===== src/rtl/sc_ifu.sv =====
// sc_ifu: single-cycle instruction fetch unit.
// Holds the PC, presents the fetched instruction to the datapath,
// selects the next PC from the control unit's pcsource and counts
// retired instructions. A jump-to-self parks the unit in HALT.
module sc_ifu #(
   parameter logic [31:0] RESET_PC = 32'h0000_0000
) (
   input  logic        clock,
   input  logic        reset,
   input  logic        stall,
   input  logic        imem_ready,
   input  logic [31:0] imem_rdata,
   input  logic [1:0]  pcsource,
   input  logic [31:0] ra,
   output logic [31:0] imem_addr,
   output logic [31:0] pc,
   output logic [31:0] pc4,
   output logic [31:0] inst,
   output logic [5:0]  op,
   output logic [5:0]  func,
   output logic [15:0] imm,
   output logic        inst_valid,
   output logic [31:0] icount,
   output logic        halted,
   output logic        misalign
);

   // The reset PC is always word aligned, whatever the parameter says.
   localparam logic [31:0] RESET_PC_ALIGNED = {RESET_PC[31:2], 2'b00};

   typedef enum logic [1:0] {
      BOOT = 2'd0,
      RUN  = 2'd1,
      HALT = 2'd2
   } state_t;

   state_t      state;
   state_t      state_next;
   logic        retire;
   logic [31:0] next_pc;
   logic [31:0] branch_target;
   logic [31:0] jump_target;
   logic        jr_misaligned;

   assign pc4       = pc + 32'd4;
   assign imem_addr = pc;
   assign halted    = (state == HALT);
   assign op        = inst[31:26];
   assign func      = inst[5:0];
   assign imm       = inst[15:0];

   assign branch_target = pc4 + {{14{inst[15]}}, inst[15:0], 2'b00};
   assign jump_target   = {pc4[31:28], inst[25:0], 2'b00};
   assign jr_misaligned = (ra[1:0] != 2'b00);

   // Instruction presentation, retire decision, next-PC mux and next state.
   always_comb begin
      state_next = state;
      inst_valid = 1'b0;
      inst       = 32'h0000_0000;
      retire     = 1'b0;
      next_pc    = pc;
      if (!reset && state == RUN) begin
         inst_valid = imem_ready;
         if (imem_ready) begin
            inst = imem_rdata;
         end
         retire = imem_ready && !stall;
      end
      case (pcsource)
         2'b00:   next_pc = pc4;
         2'b01:   next_pc = branch_target;
         2'b10:   next_pc = {ra[31:2], 2'b00};
         default: next_pc = jump_target;
      endcase
      case (state)
         BOOT:    state_next = RUN;
         RUN: begin
            if (retire && pcsource == 2'b11 && jump_target == pc) begin
               state_next = HALT;
            end
         end
         HALT:    state_next = HALT;
         default: state_next = BOOT;
      endcase
   end

   // State register, PC, retire counter and sticky misalign flag.
   always_ff @(posedge clock) begin
      if (reset) begin
         state    <= BOOT;
         pc       <= RESET_PC_ALIGNED;
         icount   <= 32'h0000_0000;
         misalign <= 1'b0;
      end else begin
         state <= state_next;
         if (retire) begin
            pc     <= next_pc;
            icount <= icount + 32'd1;
            if (pcsource == 2'b10 && jr_misaligned) begin
               misalign <= 1'b1;
            end
         end
      end
   end

endmodule


===== config.mk =====
export PLATFORM = sky130hd
export DESIGN_NAME = sc_ifu
export DESIGN_NICKNAME = d
export VERILOG_FILES = /design/src/rtl/sc_ifu.sv
export SDC_FILE = /design/constraint.sdc
export NUM_CORES = 1
export LEC_CHECK = 0
export ABC_CLOCK_PERIOD_IN_PS = 3500
export CAP_MARGIN = 20
export CORE_MARGIN = 8
export CORE_UTILIZATION = 42
export CTS_BUF_LIST = sky130_fd_sc_hd__clkbuf_8
export DETAILED_ROUTE_END_ITERATION = 6
export GPL_ROUTABILITY_DRIVEN = 0
export PLACE_DENSITY = 0.8
export SETUP_SLACK_MARGIN = 0.3
export SLEW_MARGIN = 20
export SYNTH_ARGS = -nofsm -noshare
export SYNTH_HDL_FRONTEND = slang
export SYNTH_SLANG_ARGS = --single-unit

===== constraint.sdc =====
create_clock -name clock -period 3.5 [get_ports clock]
set_clock_uncertainty 0.2 [all_clocks]
set_input_delay 0.35 -clock clock [delete_from_list [all_inputs] [get_ports clock]]
set_output_delay 0.35 -clock clock [all_outputs]
set_load 0.02 [all_outputs]

==> key figures, run 1 <==
Pwr
  – Sequential share of power: 26.9%
  – Combinational share of power: 48.5%
  – Peak supply drop: 0.000188 V
  – P per Cell Area: 255 nW/um^2
  – NetSw: 1180 uW
  – Clock network fraction of total power: 24.6%
  – Pint: 1810 uW
  – Leakage dissipation: 0.00501 uW
  – Switching share of power: 39.5%

Global route
  – First-pass GRT wire length: 46.3 mm
  – Congestion Overflow GR: 0
  – Antenna violations before repair: 0
  – Global-route usage over all layers: 29.1%
  – Number of global-route vias before repair: 8406
  – Largest net degree at the start of global routing: 47

Final layout
  – N_diodes: 0
  – Area Overhead vs Synth: 75.4%
  – Nets: 1334
  – FILL cells: 1013
  – Layout cells sized above 1: 33.4%
  – Fin util: 74.7%

Synth
  – Syn avg cell area: 7.77 um^2
  – Cells after Synth: 862
  – Post-synth top flop: dfxtp_1
  – Area contributors post-synth: dfxtp_1 (19%), buf_4 (7.2%), xnor2_1 (6.8%)
  – Post-synth top cells: nor2_1 (91), nand2_1 (69), dfxtp_1 (65)
  – Synthesized flop and latch total: 65
  – Post-synth top area share: 19.4%
  – Cell accounting for the most synthesized area: dfxtp_1
  – Ys async rst share: 0%
  – Netlist cell types: 66
  – Post-Syn Area: 6690 um^2
  – Count leader, synth: nor2_1
  – Post-synth EDFFs: 0
  – Yosys Warn Count: 0
  – Sequential area share after synthesis: 19.4%

Setup path
  – CP max stage delay: 0.40 ns
  – CP Max Fanout: 5
  – Crit-path cells: ha_4, nand4_1, buf_6, nor4_4, buf_4, nand4_1, xnor2_2, ha_4, and2_4, and3_4, a221o_1, o2111ai_4, o211ai_1, buf_4, a211oi_1, nor3_1
  – Critical path startpoint category: flop
  – CP max-delay cell: dfxtp_4
  – Delay-heaviest family, CP: compound AO/OA/AOI/OAI gates
  – Crit path required time: 3.55 ns
  – Worst path bufs/invs: 3
  – Setup CP Type: reg2reg
  – Data arrival, critical path: 3.85 ns
  – Crit. End Element: flop

Status
  – Outcome: complete, but fails checks
  – Failing checks: setup timing

Detailed routing
  – Via count: 8889
  – Remaining routing DRC violations: 0
  – DRT antenna net count: 0
  – DRT Wirelength: 33.2 mm
  – DRT Pass-1 Iters: 6
  – Post-DR wirelength/cell: 22.9 um
  – DRT iter0 DRCs: 1127
  – Number of vias per cell: 6.13

Clock network
  – Clock slew at reported path FFs: 0.10 ns
  – Root buffer cell: clkbuf_8
  – Clock Latency Late Sink: 0.38 ns
  – CTS Buf Count: 9
  – Max Root-Sink Buffers: 2
  – Htree depth: 3
  – Clk sinks: 65
  – Post-CTS Hold Buffers: 0
  – CTS tree: yes

STA
  – Min Hold Slack: 0.259 ns
  – Slew Limit Fails: 0
  – Final Hold Vio Count: 0
  – TNS Setup: -1.30 ns
  – PnR worst setup slack: -0.297 ns
  – Final period utilization: 108%
  – RSZ-0062 raised after global routing: yes
  – Minimum clock period: 3.80 ns
  – Relative slew slack: 41.7%
  – # setup viols final: 13
  – Worst Max-Slew Pin Slew: 0.873 ns
  – Achievable Freq: 263 MHz

Placed design
  – PortBufs: 254
  – Place WS: -0.318 ns
  – DP Wirelength: 22.7 mm

Floorplanning
  – Die Y: 142 um
  – Die width: 142 um
  – Core area: 15700 um^2
  – Row cnt: 46
  – Die area: 20200 um^2
  – Top Ports: 261
  – Initial core utilization: 42.6%

Job
  – Max-cap viol count: 0

Worst hold path
  – HP Class: reg2reg
## layout make-up
cell class | instances | area, um^2 | area share, %
multi-input cells | 665 | 5600 | 47.7
clock buffers | 9 | 124 | 1.05
inverters | 25 | 101 | 0.863
repair inverters | 1 | 7.51 | 0.0639
clock inverters | 7 | 83.8 | 0.714
repair buffers | 462 | 4210 | 35.8
well taps | 216 | 270 | 2.30
flip-flops and latches | 65 | 1350 | 11.5
## layer usage
layer  wire, um  track usage (%)  vias up
met4       2100             16.8        0
met5          0                0        -
li1           -                -     3740
met1      11800             34.1     4227
met2      15900             49.6      726
met3       3450             4.60      196
## registers in the layout, summed over array words and instances (netlist names)
register and cells:
state 2, misalign 1, icount 32, imem_addr 30
## through the flow
step                total power [uW]  cell area (um^2)  std cells
floorplan                       1540              7200        867
global placement                2050             10500       1393
detailed placement              2070             10500       1393
CTS                             2850             11300       1427
global route                    3090             11700       1450
finish                          3000             11700       1450
## final timing paths
path                    to  cells after the start    startpoint  slack (ns)
min               misalign                      2      misalign        0.26
max reg2reg  imem_addr[30]                     16  imem_addr[3]       -0.30
max          imem_addr[30]                     16  imem_addr[3]       -0.30
min reg2reg       misalign                      2      misalign        0.26
## kinds of logic (layout without fill, tap and decap cells)
family	Yosys count	in the layout	synth area share, %
AND/OR/NAND/NOR	316	316	24.5
AO/OA/AOI/OAI	188	188	17.9
buffers and inverters	137	504	11.6
XOR/XNOR	88	88	11.5
flip-flops	65	65	19.4
adder cells (fa/ha/maj)	35	35	6.65
multiplexers	32	32	8.37
other	1	6	0.0560
## cell usage in the layout (no fill, tap or decap), types with 20 or more instances in the layout
| cell | Yosys | routed |
|---|---|---|
| xnor2_1 | 52 | 33 |
| nand2_1 | 69 | 57 |
| dfxtp_1 | 65 | 44 |
| inv_1 | 25 | 23 |
| clkdlybuf4s50_1 | 0 | 240 |
| buf_4 | 64 | 186 |
| a21oi_1 | 53 | 38 |
| o21ai_0 | 37 | 23 |
| nand3_1 | 30 | 25 |
| nor2_1 | 91 | 84 |
| xor2_1 | 36 | 30 |
| ha_1 | 34 | 20 |
## power groups by stage
stage	clock (uW)	combinational [uW]	sequential, uW
after global routing	770	1510	809
after global placement	0	1230	818
after detailed placement	0	1250	819
after floorplan	0	700	845
after CTS	728	1320	802
final	736	1450	806
## worst reg2reg max path: cells and delay by family, from the launching register on
family          cells  cell delay [ns]
xor+xnor            1             0.27
simple gates        6             0.81
fa+ha+maj           2             0.42
flops               1             0.40
compound gates      4             1.07
buf+inv             3             0.51
## timing repair
item,in CTS,in global routing
endpoints found under the hold margin,0,0
gates resized for setup,98,58
pin swaps,62,62
endpoints found under the setup margin,30,31
buffers inserted,17,23
gates cloned,1,0
Power figures use the tool's default switching activity.
==> inputs of run 2 (changes only) <==
--- a/config.mk
+++ b/config.mk
@@ -5,13 +5,12 @@
 export SDC_FILE = /design/constraint.sdc
 export NUM_CORES = 1
 export LEC_CHECK = 0
-export ABC_CLOCK_PERIOD_IN_PS = 3500
 export CAP_MARGIN = 20
 export CORE_MARGIN = 8
 export CORE_UTILIZATION = 42
 export CTS_BUF_LIST = sky130_fd_sc_hd__clkbuf_8
 export DETAILED_ROUTE_END_ITERATION = 6
-export GPL_ROUTABILITY_DRIVEN = 0
+export GPL_TIMING_DRIVEN = 1
 export PLACE_DENSITY = 0.8
 export SETUP_SLACK_MARGIN = 0.3
 export SLEW_MARGIN = 20
==> run 2 against run 1 <==
The run still ends with setup timing left. Global-route usage is 1.6 points lower. Combinational power is 5% lower. Clock-buffer cell count stayed put. Die area stayed put. Cell count is 0.21% higher. First-iteration DRC count is 17% lower. Hold slack worse by 0.00099 ns. Sequential power hardly changed. Fmax is 3.5% higher. Via count is 6.0% lower. Total power is 2.7% lower.
==> key figures, run 2 (same netlist as run 1, synthesis figures left out) <==
Status
  – Outcome: complete, but fails checks
  – Failing checks: setup timing

Floorplanning
  – Die area: 20200 um^2
  – Die Y: 142 um
  – Die width: 142 um
  – Initial core utilization: 42.6%
  – Top Ports: 261
  – Row cnt: 46
  – Core area: 15700 um^2

Pwr
  – Leakage dissipation: 0.00497 uW
  – Peak supply drop: 0.000195 V
  – Total chip power: 2910 uW
  – P per Cell Area: 251 nW/um^2

Worst hold path
  – HP Class: reg2reg

Global route
  – GR Util met1: 33.0%
  – Antenna violations before repair: 0
  – Largest net degree at the start of global routing: 47
  – Global-route usage over all layers: 27.6%
  – Met3 Track Usage GR: 5.74%
  – Most Crowded Layer GR: met2
  – Congestion Overflow GR: 0
  – Grt met2 use: 47.0%
  – Number of global-route vias before repair: 8060
  – First-pass GRT wire length: 43.9 mm

Final layout
  – Most frequent cells in the layout: clkdlybuf4s50_1 (237), buf_4 (199), nor2_1 (86)
  – Nets: 1337
  – N_diodes: 0
  – Most common cell after layout, fill and taps aside: clkdlybuf4s50_1
  – Largest register by flop count: icount
  – Layout cells sized above 1: 32.4%
  – Area Overhead vs Synth: 73.5%
  – Max reg flops: 32
  – Non-Filler Instances: 1453

Placed design
  – GPL Wtd Cong: 1.00
  – DP Wirelength: 22.6 mm
  – Place WS: -0.287 ns
  – PortBufs: 254
  – Placed cells: 1398

Setup path
  – Critical path startpoint category: flop
  – CP Max Fanout: 4
  – R2R setup slack: -0.17 ns
  – Crit path required time: 3.57 ns
  – Crit. End Element: flop
  – Data arrival, critical path: 3.74 ns
  – Setup CP Type: reg2reg

Clock network
  – CTS Buf Count: 9
  – Htree depth: 3
  – Post-CTS Hold Buffers: 0
  – Clock Latency Late Sink: 0.38 ns
  – Root buffer cell: clkbuf_8
  – Clk sinks: 65
  – Max Root-Sink Buffers: 2
  – CTS tree: yes
  – Clock slew at reported path FFs: 0.09 ns

STA
  – RSZ-0062 raised after global routing: yes
  – Final period utilization: 105%
  – TNS Setup: -1.19 ns
  – Slew Limit Fails: 0
  – Relative slew slack: 44.6%
  – Worst Max-Slew Pin Slew: 0.830 ns
  – PnR worst setup slack: -0.169 ns
  – Achievable Freq: 273 MHz
  – # setup viols final: 14
  – Final Hold Vio Count: 0
  – Minimum clock period: 3.67 ns

Detailed routing
  – Post-DR wirelength/cell: 21.2 um
  – Number of vias per cell: 5.75
  – DRT Pass-1 Iters: 5
  – Via count: 8354
  – Remaining routing DRC violations: 0
  – DRT Wirelength: 30.8 mm
  – DRT iter0 DRCs: 934
  – DRT antenna net count: 0

Job
  – Max-cap viol count: 0
==> run 2: cell types whose count changed in the layout (fill, tap and decap cells not counted), moves of 4 or more <==
| cell | previous run | this run |
|---|---|---|
| a31oi_4 | 4 | 0 |
| buf_4 | 186 | 199 |
| buf_6 | 19 | 12 |
| ha_1 | 20 | 16 |
| ha_4 | 12 | 16 |
| nand2_1 | 57 | 65 |
| nand2_2 | 10 | 3 |
| xnor2_2 | 14 | 10 |
| xor2_2 | 4 | 8 |
==> run 2: area by class of cell <==
type                            instances  area, um^2
Multi-Input combinational cell        665        5510
Timing Repair Buffer                  466        4180
Fill cell                            1087        4100
Sequential cell                        65        1350
Tap cell                              216         270
Clock buffer                            9         124
Inverter                               25        93.8
Clock inverter                          7        82.6
==> run 2: worst max-delay path, stage by stage (launching register included) <==
cell       delay (ns)
dfxtp_4          0.39
ha_4             0.14
nand4_1          0.22
nor4_4           0.20
buf_4            0.18
nand4_1          0.17
xnor2_2          0.21
ha_4             0.30
and2_4           0.14
and3_4           0.20
nand2_4          0.05
a2111oi_4        0.39
o2111ai_2        0.21
o211ai_1         0.25
nor4bb_4         0.25
nor3_2           0.06
==> run 2: timing repair <==
action                                  CTS  global route
endpoints found under the setup margin   31            36
gates resized for setup                  45            87
hold endpoints to repair                  0             0
setup buffers                            18            21
pin swaps                                32            45
==> run 2: path summary, 6_finish.rpt <==
path,end,depth (start not counted),start
worst max register to register,imem_addr[30],15,imem_addr[3]
worst min-delay path,misalign,2,misalign
worst max-delay path,imem_addr[30],15,imem_addr[3]
worst min register to register,misalign,2,misalign
==> run 2: report_power, final <==
| part | leakage (uW) | internal [uW] | switching [uW] | total [uW] |
|---|---|---|---|---|
| Sequential | 0.000537 | 770 | 33.5 | 803 |
| Clock | 0.000107 | 344 | 385 | 728 |
| Combinational | 0.00433 | 672 | 711 | 1380 |
==> run 2: metrics by stage <==
| stage | hold slack [ns] | cell area (um^2) | util (%) |
|---|---|---|---|
| 5_1_grt | 0.289 | 11600 | 73.9 |
| 3_5_place_dp | 0.246 | 10500 | 67.0 |
| 2_1_floorplan | 0.283 | 7200 | - |
| 3_3_place_gp | 0.243 | 10500 | 67.0 |
| 6_report | 0.258 | 11600 | 73.9 |
| 4_1_cts | 0.257 | 11000 | 70.3 |
==> run 2: routing by layer <==
layer,vias up,wire length [um]
met5,-,0
met4,0,1340
met3,113,3030
met2,497,14700
met1,3998,11700
li1,3746,-
==> inputs of run 3 (changes only) <==
--- a/config.mk
+++ b/config.mk
@@ -12,6 +12,7 @@
 export DETAILED_ROUTE_END_ITERATION = 6
 export GPL_TIMING_DRIVEN = 1
 export PLACE_DENSITY = 0.8
+export RECOVER_POWER = 50
 export SETUP_SLACK_MARGIN = 0.3
 export SLEW_MARGIN = 20
 export SYNTH_ARGS = -nofsm -noshare
==> run 3 against run 2 <==
The run still ends with setup timing left. Cell count unchanged. Clock-buffer cell count unchanged. Sequential cell count unchanged. Combinational power about the same. Utilization decreased by 0.064 points. Routed wire length increased by 0.17%. Largest cell class unchanged.
==> key figures, run 3 (same netlist as run 1, synthesis figures left out) <==
Status
  – Outcome: complete, but fails checks
  – Failing checks: setup timing

Setup path
  – Crit. End Element: flop
  – Critical path startpoint category: flop
  – Crit path required time: 3.58 ns
  – Data arrival, critical path: 3.74 ns
  – Setup CP Type: reg2reg
  – CP Max Fanout: 4

Global route
  – Congestion Overflow GR: 0
  – Global-route usage over all layers: 27.6%
  – Largest net degree at the start of global routing: 47
  – First-pass GRT wire length: 43.9 mm
  – Antenna violations before repair: 0
  – Number of global-route vias before repair: 8060

Detailed routing
  – Number of vias per cell: 5.81
  – Remaining routing DRC violations: 0
  – DRT iter0 DRCs: 847
  – DRT Pass-1 Iters: 5
  – Post-DR wirelength/cell: 21.2 um
  – DRT antenna net count: 0
  – DRT Wirelength: 30.8 mm
  – Via count: 8438

Floorplanning
  – Row cnt: 46
  – Top Ports: 261
  – Initial core utilization: 42.6%
  – Core area: 15700 um^2
  – Die Y: 142 um
  – Die width: 142 um
  – Die area: 20200 um^2

STA
  – Worst Max-Slew Pin Slew: 1.02 ns
  – Minimum clock period: 3.67 ns
  – Slew Limit Fails: 0
  – Achievable Freq: 273 MHz
  – Final Hold Vio Count: 0
  – Final period utilization: 105%
  – RSZ-0062 raised after global routing: yes
  – Min Hold Slack: 0.254 ns
  – # setup viols final: 15
  – Relative slew slack: 32.0%
  – PnR worst setup slack: -0.166 ns

Clock network
  – Clock slew at reported path FFs: 0.09 ns
  – Root buffer cell: clkbuf_8
  – Max Root-Sink Buffers: 2
  – Clock Latency Late Sink: 0.38 ns
  – Htree depth: 3
  – Clk sinks: 65
  – CTS Buf Count: 9
  – CTS tree: yes

Final layout
  – Multi-input combinational cell area: 5510 um^2
  – Most frequent cells in the layout: buf_4 (196), clkdlybuf4s50_1 (139), dlygate4sd3_1 (98)
  – Layout cells sized above 1: 32.2%
  – Area Overhead vs Synth: 73.3%
  – Nets: 1337
  – Fin util: 73.8%
  – Max reg flops: 32
  – FILL cells: 1092
  – Largest register by flop count: icount
  – Seq. cell area: 1350 um^2
  – Most common cell after layout, fill and taps aside: buf_4
  – N_diodes: 0

Pwr
  – Leakage dissipation: 0.00530 uW
  – P per Cell Area: 250 nW/um^2
  – Peak supply drop: 0.000207 V

Job
  – Max-cap viol count: 0

Placed design
  – DP Wirelength: 22.6 mm
  – GPL Wtd Cong: 1.00
  – Place WS: -0.287 ns
  – PortBufs: 254

Worst hold path
  – HP Class: reg2reg
-- run 3: cell types whose count changed in the layout (fill, tap and decap cells not counted), moves of 2 or more --
cell	previous run	this run
clkdlybuf4s50_1	237	139
dlygate4sd3_1	0	98
buf_4	199	196
clkbuf_2	3	5
-- run 3: report_power, final --
part | internal, uW | switching, uW
logic | 654 | 710
clock network | 344 | 386
registers | 770 | 33.2
-- run 3: path summary, 6_finish.rpt --
check	start	to	slack (ns)	cells past startpoint
setup reg to reg	imem_addr[3]	imem_addr[30]	-0.17	15
hold / removal	misalign	misalign	0.25	2
hold reg to reg	misalign	misalign	0.25	2
setup / recovery	imem_addr[3]	imem_addr[30]	-0.17	15
-- run 3: layout make-up --
class                           instances  share of cell area [%]
Sequential cell                        65                    11.6
Timing Repair Buffer                  466                    36.0
Clock buffer                            9                    1.07
Clock inverter                          7                   0.712
Multi-Input combinational cell        665                    47.5
Tap cell                              216                    2.33
Inverter                               25                   0.809
-- run 3: stage by stage --
stage               TNS, ns  power, uW  area [um^2]  std cells
global placement      -2.71       2060        10500       1398
finish                -1.26       2900        11600       1453
CTS                  -0.107       2820        11000       1432
floorplan            -0.859       1540         7200        867
global route          -4.89       3010        11600       1453
detailed placement    -3.69       2080        10500       1398
-- run 3: what timing repair did --
item	4_1_cts	5_1_grt
resized for setup	45	87
cloned	0	0
hold buffers	0	0
endpoints found under the hold margin	0	0
setup buffers	18	21
pin swaps	32	45
endpoints found under the setup margin	31	36
-- run 3: worst max-delay path, stage by stage (launching register included) --
cell and delay, ns:
dfxtp_4 0.39, ha_4 0.14, nand4_1 0.21, nor4_4 0.20, buf_4 0.18, nand4_1 0.16, xnor2_2 0.21, ha_4 0.30
and2_4 0.14, and3_4 0.20, nand2_4 0.06, a2111oi_4 0.39, o2111ai_2 0.21, o211ai_1 0.26, nor4bb_4 0.25, nor3_2 0.06
-- run 3: per-layer routing --
layer	vias up	track usage, %	wire (um)	part of all wire, %
li1	3749	-	-	-
met1	4048	33.0	11600	38
met2	527	47.0	14700	48
met3	114	5.74	3180	10
met4	0	11.5	1350	4.4
met5	-	0	0	0
